[src/rtl/fetch_stage.sv]
// Instruction-fetch stage: PC register, single-outstanding imem fetch FSM,
// one-entry decode-stall hold buffer and the fetch/decode pipeline register.
module fetch_stage #(
    parameter int                    ADDR_WIDTH  = 64,
    parameter int                    INSTR_WIDTH = 32,
    parameter logic [ADDR_WIDTH-1:0] RESET_PC    = '0
) (
    input  logic                   i_clk,
    input  logic                   i_arst,
    input  logic                   i_stall_dec,
    input  logic                   i_flush_dec,
    input  logic                   i_redirect,
    input  logic [ADDR_WIDTH-1:0]  i_pc_target,
    output logic                   o_imem_req,
    output logic [ADDR_WIDTH-1:0]  o_imem_addr,
    input  logic                   i_imem_ready,
    input  logic                   i_imem_rvalid,
    input  logic [INSTR_WIDTH-1:0] i_imem_rdata,
    output logic [INSTR_WIDTH-1:0] o_instruction,
    output logic [ADDR_WIDTH-1:0]  o_pc,
    output logic [ADDR_WIDTH-1:0]  o_pc_plus4,
    output logic                   o_valid
);

    localparam logic [INSTR_WIDTH-1:0] NOP  = INSTR_WIDTH'(32'h0000_0013);
    localparam logic [ADDR_WIDTH-1:0]  FOUR = ADDR_WIDTH'(4);

    typedef enum logic [1:0] {IDLE, REQ, WAIT, HOLD} state_t;

    state_t                 state_reg, state_next;
    logic [ADDR_WIDTH-1:0]  pc_reg, pc_next;
    logic                   discard_reg, discard_next;
    logic [INSTR_WIDTH-1:0] hold_instr_reg, hold_instr_next;
    logic [ADDR_WIDTH-1:0]  hold_pc_reg, hold_pc_next;
    logic [INSTR_WIDTH-1:0] fd_instr_reg, fd_instr_next;
    logic [ADDR_WIDTH-1:0]  fd_pc_reg, fd_pc_next;
    logic [ADDR_WIDTH-1:0]  fd_pc4_reg, fd_pc4_next;
    logic                   fd_valid_reg, fd_valid_next;

    // Instruction offered to the F/D register this cycle (fresh response or buffer).
    logic                   avail;
    logic [INSTR_WIDTH-1:0] avail_instr;
    logic [ADDR_WIDTH-1:0]  avail_pc;

    always_ff @(posedge i_clk or negedge i_arst) begin
        if (!i_arst) begin
            state_reg      <= IDLE;
            pc_reg         <= RESET_PC;
            discard_reg    <= 1'b0;
            hold_instr_reg <= NOP;
            hold_pc_reg    <= '0;
            fd_instr_reg   <= NOP;
            fd_pc_reg      <= '0;
            fd_pc4_reg     <= '0;
            fd_valid_reg   <= 1'b0;
        end else begin
            state_reg      <= state_next;
            pc_reg         <= pc_next;
            discard_reg    <= discard_next;
            hold_instr_reg <= hold_instr_next;
            hold_pc_reg    <= hold_pc_next;
            fd_instr_reg   <= fd_instr_next;
            fd_pc_reg      <= fd_pc_next;
            fd_pc4_reg     <= fd_pc4_next;
            fd_valid_reg   <= fd_valid_next;
        end
    end

    always_comb begin
        state_next      = state_reg;
        pc_next         = pc_reg;
        discard_next    = discard_reg;
        hold_instr_next = hold_instr_reg;
        hold_pc_next    = hold_pc_reg;
        avail           = 1'b0;
        avail_instr     = hold_instr_reg;
        avail_pc        = hold_pc_reg;

        case (state_reg)
            IDLE: state_next = REQ;
            REQ: begin
                if (i_imem_ready) begin
                    state_next = WAIT;
                    // The accepted request still targets the old address.
                    if (i_redirect) discard_next = 1'b1;
                end
            end
            WAIT: begin
                if (i_imem_rvalid) begin
                    if (discard_reg || i_redirect) begin
                        discard_next = 1'b0;
                        state_next   = REQ;
                    end else begin
                        pc_next     = pc_reg + FOUR;
                        avail       = 1'b1;
                        avail_instr = i_imem_rdata;
                        avail_pc    = pc_reg;
                        if (i_stall_dec) begin
                            hold_instr_next = i_imem_rdata;
                            hold_pc_next    = pc_reg;
                            state_next      = HOLD;
                        end else begin
                            state_next = REQ;
                        end
                    end
                end else if (i_redirect) begin
                    discard_next = 1'b1;
                end
            end
            HOLD: begin
                if (i_redirect) begin
                    state_next = REQ;
                end else if (!i_stall_dec) begin
                    avail      = 1'b1;
                    state_next = REQ;
                end
            end
            default: state_next = IDLE;
        endcase

        if (i_redirect) pc_next = i_pc_target;
    end

    always_comb begin
        fd_instr_next = NOP;
        fd_pc_next    = '0;
        fd_pc4_next   = '0;
        fd_valid_next = 1'b0;
        if (!i_flush_dec) begin
            if (i_stall_dec) begin
                fd_instr_next = fd_instr_reg;
                fd_pc_next    = fd_pc_reg;
                fd_pc4_next   = fd_pc4_reg;
                fd_valid_next = fd_valid_reg;
            end else if (avail) begin
                fd_instr_next = avail_instr;
                fd_pc_next    = avail_pc;
                fd_pc4_next   = avail_pc + FOUR;
                fd_valid_next = 1'b1;
            end
        end
    end

    assign o_imem_req    = (state_reg == REQ);
    assign o_imem_addr   = pc_reg;
    assign o_instruction = fd_instr_reg;
    assign o_pc          = fd_pc_reg;
    assign o_pc_plus4    = fd_pc4_reg;
    assign o_valid       = fd_valid_reg;

endmodule

[config.mk]
export PLATFORM = sky130hd
export DESIGN_NAME = fetch_stage
export DESIGN_NICKNAME = d
export VERILOG_FILES = /design/src/rtl/fetch_stage.sv
export SDC_FILE = /design/constraint.sdc
export NUM_CORES = 1
export LEC_CHECK = 0
export ABC_AREA = 0
export CORE_ASPECT_RATIO = 2
export CORE_MARGIN = 5
export CORE_UTILIZATION = 28
export CTS_CLUSTER_DIAMETER = 50
export DETAILED_ROUTE_END_ITERATION = 8
export PLACE_DENSITY = 0.59
export SYNTH_ARGS = -nofsm -noshare
export SYNTH_HDL_FRONTEND = slang
export SYNTH_SLANG_ARGS = --single-unit
[constraint.sdc]
create_clock -name i_clk -period 9.3 [get_ports i_clk]
set_input_delay 1.86 -clock i_clk [delete_from_list [all_inputs] [get_ports i_clk]]
set_output_delay 1.86 -clock i_clk [all_outputs]
set_load 0.01 [all_outputs]
* Word-level counts from Yosys, hierarchy flattened
Index checks and enable logic that the tools add are counted.
Widths: inputs -> output; s select.
** Cells by class
- Add/sub/neg operators :: 2
- Eq/ne operators :: 9
- Mux-type cells :: 39
- Bitwise operators :: 1
- Reduce and logical (&&, ||, !) cells :: 9
** Operators by type and width (number)
- $mux 64 :: 13
- $mux 32 :: 6
- $add 64x3->64 const B :: 2
- $mux 2 :: 6
- $mux 1 :: 11
- $reduce_and 3->1 :: 3
- $pmux 2 s4 :: 1
- $ne 3x3->1 const B :: 2
- $reduce_bool 2->1 :: 3
- $eq 2x2->1 const B :: 2
- $ne 2x1->1 const B :: 2
- $ne 2x2->1 const B :: 2
- $pmux 1 s2 :: 2
- $reduce_and 4->1 :: 1
- $eq 2x1->1 const B :: 1
- $logic_not 2->1 :: 1
- $logic_or 1x1->1 :: 1
- $not 1->1 :: 1
** Word-level totals
- Flip-flop bits (word level) :: 324
- Bits of input ports :: 103
- Logic and storage cells :: 69

* Logic depth before layout (Yosys ltp)
Gate-level depths: netlist (run 1).
- Depth in word-level cells :: 8
- Mapped depth :: 18
- Mapped depth without buffers :: 12

* Worst setup path after synthesis (run 1)
OpenSTA, ideal clock, no wires.
- Path type :: input to register
- Start :: input i_redirect
- End :: register fd_pc4_reg[40], in the netlist o_pc_plus4[40]
- Library setup time :: 132 ps
- Arrival :: 5395 ps
- Data required time :: 9168 ps
- Path slack :: 3773 ps
- Cell stages on the path :: 16
- Path through :: and4bb_1 buf_2 buf_2 buf_2 clkbuf_1 buf_2 nand2_1 nand2_1 ha_1 nand3_1 or4_1 a222oi_1 buf_4 or4b_1 xor2_1 o221ai_2
** Between the ends
- Cells in the longest elaborated chain, start to end :: 8
- Elaborated cells on any way between the ends :: 12
- Classes of those cells :: add/sub (1); mux (10); reduce/logical (1)
** Ends and longest elaborated chain
- start: declaration :: line 12 : input logic i_redirect,
- $logic_or 1x1->1 :: line 90 : if (discard_reg || i_redirect) begin
- $mux 64 :: line 90
- $mux 64 :: line 89 : if (i_imem_rvalid) begin
- $mux 64 :: line 79 : case (state_reg)
- $add 64x3->64 :: line 138 : fd_pc4_next = avail_pc + FOUR;
- $mux 64 (*) :: line 135 : end else if (avail) begin
- $mux 64 (*) :: line 130 : if (i_stall_dec) begin
- $mux 64 (*) :: line 129 : if (!i_flush_dec) begin
- end signal: assignment :: line 64 : fd_pc4_reg <= fd_pc4_next;
- end: declaration :: line 37 : logic [ADDR_WIDTH-1:0] fd_pc4_reg, fd_pc4_next;
Every way passes the cells marked *; elsewhere a longest branch is shown, timed or not. The select of a mux whose other input is x is not followed.
A chain may end at the register's enable or synchronous reset.

* Worst setup path in the final report (run 1)
- Start :: input i_imem_rvalid
- End :: register fd_pc4_reg[40], in the netlist o_pc_plus4[40]
** Between the ends
- Cells in the longest elaborated chain, start to end :: 6
- Elaborated cells on any way between the ends :: 8
- Classes of those cells :: add/sub (1); mux (7)
** Ends and longest elaborated chain
- start: declaration :: line 17 : input logic i_imem_rvalid,
- $mux 64 :: line 89
- $mux 64 :: line 79
- $add 64x3->64 :: line 138
- $mux 64 (*) :: line 135
- $mux 64 (*) :: line 130
- $mux 64 (*) :: line 129
Marked as above.

==> results of run 1 <==
placed cells by master, fill, tap and decap left out, drive strengths merged, types with 46 or more instances in the layout:
master,n
clkbuf,51
clkdlybuf4s50,326
dfrtp,316
mux2,104
mux2i,93
nand2,274
nand3,64
nor2,66
nor3,46
o21ai,193
xnor2,68
per-layer routing:
| layer | track usage (%) | part of all wire, % |
|---|---|---|
| met5 | 0 | 0.021 |
| met4 | 8.56 | 4.7 |
| met3 | 5.84 | 7.9 |
| met2 | 33.5 | 50 |
| met1 | 20.7 | 37 |
power groups by stage:
stage | Clock (mW) | Sequential (mW) | Combinational [mW]
6_report | 1.47 | 1.63 | 0.463
5_1_grt | 1.56 | 1.64 | 0.505
4_1_cts | 1.51 | 1.63 | 0.468
3_5_place_dp | 0 | 1.65 | 0.466
3_3_place_gp | 0 | 1.65 | 0.461
2_1_floorplan | 0 | 1.61 | 0.247
cell families (layout without fill, tap and decap cells):
family	Yosys count	in the layout
AND/OR/NAND/NOR	597	597
buffers and inverters	128	429
adder cells (fa/ha/maj)	6	6
AO/OA/AOI/OAI	288	288
XOR/XNOR	107	107
flip-flops	322	322
multiplexers	197	197
final cells by class:
cell class,instances,area (um^2),share of cell area (%)
inverters,23,86.3,0.403
flip-flops and latches,322,8070,37.7
clock buffers,51,1070,4.99
well taps,756,946,4.42
clock inverters,12,130,0.608
repair buffers,343,3420,16.0
multi-input cells,1195,7700,35.9
worst paths after layout:
check / cells past startpoint / endpoint / slack, ns / from
max in group asynchronous: 2 / hold_instr_reg[5] / 6.37 / i_arst
min: 2 / o_valid / 0.48 / o_valid
max: 13 / o_pc_plus4[40] / 3.99 / i_imem_rvalid
min in group asynchronous: 1 / o_imem_addr[9] / 1.43 / i_arst
min reg2reg: 2 / o_valid / 0.48 / o_valid
max reg2reg: 14 / o_pc_plus4[40] / 5.10 / state_reg[0]
critical path, delay by kind of cell:
family / cells / cell delay [ns]
XOR/XNOR: 1 / 0.16
AO/OA/AOI/OAI: 2 / 0.52
AND/OR/NAND/NOR: 4 / 1.18
adder cells (fa/ha/maj): 1 / 0.24
buffers and inverters: 4 / 1.39
multiplexers: 1 / 0.21
per-stage QoR:
step / total power [mW] / std cells / area [um^2] / setup slack [ns] / util (%)
after floorplan: 1.85 / 1645 / 16200 / 3.77 / -
after global placement: 2.11 / 2639 / 20200 / 3.59 / 35.3
after detailed placement: 2.12 / 2639 / 20200 / 3.55 / 35.3
after CTS: 3.61 / 2702 / 21400 / 4.11 / 37.4
after global routing: 3.71 / 2702 / 21400 / 3.88 / 37.4
final: 3.56 / 2702 / 21400 / 3.99 / 37.4
==> results.ini, run 1 <==
[worst_setup_path]
crit_type = in2reg
cp-end-kind = register
path_cells = clkdlybuf4s50_1 > nand4bb_4 > buf_12 > mux2i_1 > inv_1 > ha_1 > nand3_1 > or4_1 > a222oi_1 > buf_4 > or4b_1 > xor2_1 > o221ai_2
cp_slowest_cell = clkdlybuf4s50_1
required_ns = 9.76
max_stage_delay_ns = 0.54
worstSetupStartpointType = input port
path_max_fanout = 127
worstPathArrival_ns = 5.77

[final_layout]
area_growth_syn_to_layout_pct = 32.0
antenna_cells = 0
drive_above_1_share_pct = 10.2
nets = 2029
nFillCells = 5689

[synthesis]
synth_xor_area_share_pct = 5.78
synth.most_common_cell = dfrtp_1
ys_types = 61
synth.top_cell.area_share_pct = 48.7
synth_top_family_by_area = simple AND/OR/NAND/NOR gates
ys.flop_type = dfrtp_1
synth_seq_cells = 322
synth-simple-area-share_pct = 17.4
yosys.area.top_type = dfrtp_1
synthTopCellsByCount = dfrtp_1, nand2_1, o21ai_0
ys_seq_area_share_pct = 49.7
yosysWarnings = 0
synth-adder-area-share_pct = 0.463
synthCells = 1645
mappedNetlistNets = 1754
synth_compound_gate_area_share_pct = 10.5
syn_area_per_cell_um2 = 9.86
synth_enable_flop_cells = 0
netlist_area_um2 = 16200
netlist_top_cells_area = dfrtp_1, mux2_2, nand2_1
ys_async_sr_fraction_pct = 100
synth_mux_area_share_pct = 13.0

[cts]
clock_sinks = 322
clk_latency_ns = 0.55
clk_pin_slew_ns = 0.06
cts_resized = 0
cts_hold_repair.buffers = 0
clockBufferDepth = 3
cts_tree = yes
cts-root-buf = clkbuf_16
numCtsBuffers = 35
post_cts_buffers = 0
cts_max_level = 2

[floorplan]
io_pins = 329
core_area_um2 = 57200
die_w_um = 180
die_area_um2 = 63100
num_rows = 124
die_h_um = 350
initial_utilization_pct = 28.3

[grt]
antenna_found_initial = 1
overflow = 0
grt_util_all_layers_pct = 18.9
first_global_vias = 14700
grt_pass1_wl_um = 93000
grt_max_degree = 139

[sta]
finalSetupViolCount = 0
worst_slew_pin_slew_ns = 1.21
rsz0062_at_grt = no
fin_skew_ns = 0.0231
whs_ns = 0.480
slew_viol_final = 0
post-route-period-util_pct = 57.1
tns_ns = 0
hold_viol_final = 0
slew_headroom_pct = 18.6
max_freq_mhz = 188
min_period_ns = 5.31

[detailed_routing]
ant_nets = 0
viasPerCell = 5.18
num_vias = 14000
wl_per_cell_um = 23.0
drt_iter0_drc = 961
drc = 0
wl_um = 62200
drt_pass1_iterations = 5

[placement]
place_congestion = 0.904
hpwl_um = 45700
portBuffers = 328

[power_and_ir_drop]
p_leak_nw = 8.73
pwr-share-clk_pct = 41.2
comb_power_share_pct = 13.0
irDropWorstVdd_v = 0.000144
power_switching_uw = 983
seqPwrFrac_pct = 45.8
p_int_mw = 2.58
switching_share_pct = 27.6
p_per_area_nw_per_um2 = 166

[hold_path]
hold_path.class = reg2reg

[status]
status = finished, final reports clean

[job]
maxCapViolCount = 0

No activity file was read; power rests on OpenSTA's default activity.
==> run 2, diff against run 1 <==
PLACE_DENSITY = 0.6   (was 0.59)
clock period = 4.3 ns   (was 9.3 ns; I/O delays follow)
==> run 2 against run 1 <==
Final cell count grew 1.3%. First-iteration DRC count is 11% higher. Combinational power grew 120%. Global-route usage increased by 0.29 points. Worst hold slack worse by 0.16 ns. Design area grew 1.3%. Sequential cell count unchanged. Count of clock-buffer cells in the layout unchanged. Non-clock buffer count grew 32. Critical path depth is the same. Sequential share of layout area fell by 0.47 points. Largest cell class unchanged. Largest power group unchanged.
==> results.ini, run 2 (same netlist as run 1, synthesis figures left out) <==
[power_and_ir_drop]
pwr-share-clk_pct = 40.5
p_leak_nw = 8.88
comb_power_share_pct = 13.6
p_per_area_nw_per_um2 = 353
power_switching_mw = 2.18
switching_share_pct = 28.5
irDropWorstVdd_v = 0.000265
seqPwrFrac_pct = 45.9
p_int_mw = 5.47

[floorplan]
die_h_um = 350
initial_utilization_pct = 28.3
die_area_um2 = 63100
core_area_um2 = 57200
num_rows = 124
io_pins = 329
die_w_um = 180

[sta]
worst_slew_pin_slew_ns = 0.919
tns_ns = 0
whs_ns = 0.322
max_freq_mhz = 273
slew_viol_final = 0
hold_viol_final = 0
post-route-period-util_pct = 85.2
finalSetupViolCount = 0
slew_headroom_pct = 38.6
min_period_ns = 3.66
rsz0062_at_grt = no
fin_skew_ns = 0.0310

[worst_setup_path]
path_max_fanout = 9
r2r_cells = 13
worstSetupStartpointType = register
required_ns = 4.77
reg2reg_slack_ns = 0.64
reg2reg_from = state_reg[0]
cp-end-kind = register
r2r-end = o_pc_plus4[40]
crit_type = reg2reg
worstPathArrival_ns = 4.13

[hold_path]
hold_path.class = in2async

[cts]
cts_tree = yes
post_cts_buffers = 0
clk_latency_ns = 0.56
clock_sinks = 322
clk_pin_slew_ns = 0.07
cts_resized = 0
cts_max_level = 2
numCtsBuffers = 35
cts_hold_repair.buffers = 0
clockBufferDepth = 3
cts-root-buf = clkbuf_16

[detailed_routing]
viasPerCell = 5.21
drt_pass1_iterations = 7
wl_um = 63100
num_vias = 14300
ant_nets = 0
wl_per_cell_um = 23.0
drt_iter0_drc = 1063
drc = 0

[placement]
hpwl_um = 47200
place_congestion = 0.949
dpl.cell_count = 2671
portBuffers = 328

[final_layout]
multi_input_comb_area_um2 = 7690
ff_latch_area_um2 = 8070
final_common_cell = clkdlybuf4s50_1
nets = 2061
fin_cells = 2736
nFillCells = 5674
area_growth_syn_to_layout_pct = 33.7
final_cell_mix = clkdlybuf4s50_1, dfrtp_1, nand2_1, o21ai_0, mux2_2
drive_above_1_share_pct = 11.4

[grt]
antenna_found_initial = 5
overflow = 0
grt_max_degree = 89
grt_util_all_layers_pct = 19.2
first_global_vias = 14900
grt_pass1_wl_um = 94400

[status]
status = finished, final reports clean

[job]
maxCapViolCount = 0

-- run 2: worst max-delay path: stages (launching register included) --
cell and delay [ns]:
dfrtp_1 0.43, inv_1 0.08, ha_1 0.35, and4bb_4 0.31
nand2_1 0.06, nand2_1 0.09, ha_1 0.26, nand3_1 0.12
or4_1 0.44, a222oi_1 0.35, buf_4 0.27, or4b_1 0.47
xor2_1 0.17, o221ai_2 0.17
-- run 2: final cells by class --
type | instances | share of cell area, %
inverters | 23 | 0.398
diodes | 3 | 0.0346
multi-input cells | 1195 | 35.5
well taps | 756 | 4.36
clock buffers | 51 | 4.74
repair buffers | 375 | 17.2
clock inverters | 11 | 0.565
flip-flops and latches | 322 | 37.2
-- run 2: layer usage --
layer | vias up | wire length [um] | share of wire [%] | track usage (%)
met5 | - | 11 | 0.017 | 0
met4 | 2 | 3430 | 5.4 | 9.68
met3 | 137 | 5320 | 8.4 | 6.05
met2 | 585 | 31100 | 49 | 33.3
met1 | 7077 | 23200 | 37 | 21.2
li1 | 6460 | - | - | -
-- run 2: power by group through the flow --
| stage | Combinational (mW) | Clock, mW | Sequential (mW) |
|---|---|---|---|
| floorplan | 0.535 | 0 | 3.47 |
| global placement | 1.03 | 0 | 3.56 |
| detailed placement | 1.05 | 0 | 3.57 |
| CTS | 1.05 | 3.19 | 3.51 |
| global route | 1.13 | 3.28 | 3.55 |
| finish | 1.04 | 3.10 | 3.52 |
-- run 2: stage by stage --
stage               utilization [%]  power [mW]  area, um^2  setup WS (ns)
global route                   37.9        7.96       21700          0.454
finish                         37.9        7.66       21700          0.638
global placement               35.9        4.58       20500          0.210
CTS                            37.9        7.75       21700          0.656
detailed placement             35.9        4.62       20500          0.147
floorplan                         -        4.01       16200         0.0174
-- run 2: worst max path at each step --
| stage | start | to | slack, ns | depth (start not counted) |
|---|---|---|---|---|
| 3_3_place_gp | i_imem_rvalid | o_pc_plus4[40] | 0.21 | 12 |
| 5_1_grt | state_reg[0] | o_pc_plus4[40] | 0.45 | 13 |
| 6_report | state_reg[0] | o_pc_plus4[40] | 0.64 | 13 |
| 4_1_cts | state_reg[0] | o_pc_plus4[40] | 0.66 | 13 |
| 3_5_place_dp | i_imem_rvalid | o_pc_plus4[40] | 0.15 | 12 |
| 2_1_floorplan | i_redirect | o_pc_plus4[40] | 0.02 | 16 |
==> run 3, diff against run 2 <==
CORE_UTILIZATION = 47   (was 28)
PLACE_DENSITY = 0.87   (was 0.6)
SLEW_MARGIN = 15   (was unset)
==> run 3 against run 2 <==
Register-to-register slack about the same. First-iteration DRC count shrank 2.8%. Via count up 1.9%. Worst setup slack got worse by 0.046 ns. Fmax shrank 1.2%. Critical endpoint unchanged.
==> results.ini, run 3 (same netlist as run 1, synthesis figures left out) <==
[grt]
grt_pass1_wl_um = 86800
overflow = 0
grt_max_degree = 105
first_global_vias = 15200
antenna_found_initial = 0
grt_util_all_layers_pct = 28.7

[status]
status = finished, final reports clean

[final_layout]
nets = 2053
antenna_cells = 0
drive_above_1_share_pct = 11.0
final_common_cell = clkdlybuf4s50_1
nFillCells = 2760
final_cell_mix = clkdlybuf4s50_1, dfrtp_1, nand2_1, o21ai_0, mux2_2
area_growth_syn_to_layout_pct = 30.3

[worst_setup_path]
required_ns = 4.79
cp-end-kind = register
path_max_fanout = 9
crit_type = in2reg
worstPathArrival_ns = 4.20
worstSetupStartpointType = input port

[job]
maxCapViolCount = 0

[cts]
cts_resized = 0
cts_hold_repair.buffers = 0
numCtsBuffers = 30
post_cts_buffers = 0
clockBufferDepth = 3
cts-root-buf = clkbuf_16
clk_latency_ns = 0.58
cts_tree = yes
clk_pin_slew_ns = 0.07
cts_max_level = 1
clock_sinks = 322

[sta]
post-route-period-util_pct = 86.2
slew_headroom_pct = 43.3
worst_slew_pin_slew_ns = 0.851
tns_ns = 0
max_freq_mhz = 270
slew_viol_final = 0
hold_viol_final = 0
fin_ws_ns = 0.592
rsz0062_at_grt = no
fin_skew_ns = 0.0143
finalSetupViolCount = 0
min_period_ns = 3.71

[floorplan]
die_w_um = 141
initial_utilization_pct = 47.4
io_pins = 329
core_area_um2 = 34200
die_area_um2 = 38600
num_rows = 96
die_h_um = 273

[power_and_ir_drop]
p_leak_nw = 8.80
p_per_area_nw_per_um2 = 349
irDropWorstVdd_v = 0.000374

[detailed_routing]
drt_iter0_drc = 1033
num_vias = 14500
wl_per_cell_um = 23.5
viasPerCell = 6.04
drt_pass1_iterations = 6
wl_um = 56600
ant_nets = 0
drc = 0

[placement]
place_congestion = 0.999
pre_cts_ws_ns = 0.0745
hpwl_um = 41100
portBuffers = 328

[hold_path]
hold_path.class = in2async

run 3: cell types whose count changed in the layout (fill, tap and decap cells not counted), moves of 3 or more:
cell,previous run,this run
clkbuf_8,7,4
clkbuf_16,36,31
diode_2,3,0
clkinvlp_4,0,3
bufinv_16,1,4
clkinv_2,2,5
run 3: worst paths after layout:
kind	start	to	slack [ns]	cells after the start
min in group i_clk	o_instruction[13]	o_instruction[13]	0.48	2
max reg2reg	state_reg[0]	o_pc_plus4[40]	0.63	13
max in group asynchronous	i_arst	hold_pc_reg[35]	2.95	2
max	i_imem_rvalid	o_pc_plus4[40]	0.59	12
min reg2reg	o_instruction[13]	o_instruction[13]	0.48	2
min	i_arst	o_imem_addr[7]	0.30	1
run 3: final cells by class:
| type | instances | area, um^2 | area share, % |
|---|---|---|---|
| Sequential cell | 322 | 8070 | 38.2 |
| Multi-Input combinational cell | 1195 | 7690 | 36.4 |
| Timing Repair Buffer | 372 | 3700 | 17.5 |
| Clock buffer | 42 | 857 | 4.06 |
| Tap cell | 441 | 552 | 2.61 |
| Clock inverter | 13 | 176 | 0.835 |
| Inverter | 23 | 86.3 | 0.409 |
run 3: critical path, stage by stage:
cell,delay (ns)
clkdlybuf4s50_1,0.63
and4bb_4,0.31
nand2_1,0.06
nand2_1,0.09
ha_1,0.25
nand3_1,0.12
or4_1,0.48
a222oi_1,0.34
buf_4,0.25
or4b_1,0.46
xor2_1,0.17
o221ai_2,0.17
run 3: per-layer routing:
metal | track usage (%) | vias to the layer above | part of all wire, %
met5 | 0 | - | 0
met4 | 17.9 | 0 | 7.2
met1 | 29.1 | 7215 | 33
met2 | 53.3 | 682 | 54
met3 | 4.96 | 191 | 6.5
li1 | - | 6447 | -
run 3: stage by stage:
step	total power, mW	std cells	hold slack, ns	util (%)	instance area [um^2]
final	7.38	2408	0.296	61.7	21100
after floorplan	4.01	1645	0.464	-	16200
after detailed placement	4.58	2353	0.465	58.7	20100
after global placement	4.53	2353	0.461	58.7	20100
after CTS	7.41	2408	0.328	61.7	21100
after global routing	7.63	2408	0.348	61.7	21100
run 3: where the power goes:
part	leakage, nW	switching (mW)	internal, mW
Clock	0.500	1.20	1.63
Sequential	4.34	0.298	3.23
Combinational	3.96	0.519	0.495
Total	8.80	2.02	5.35
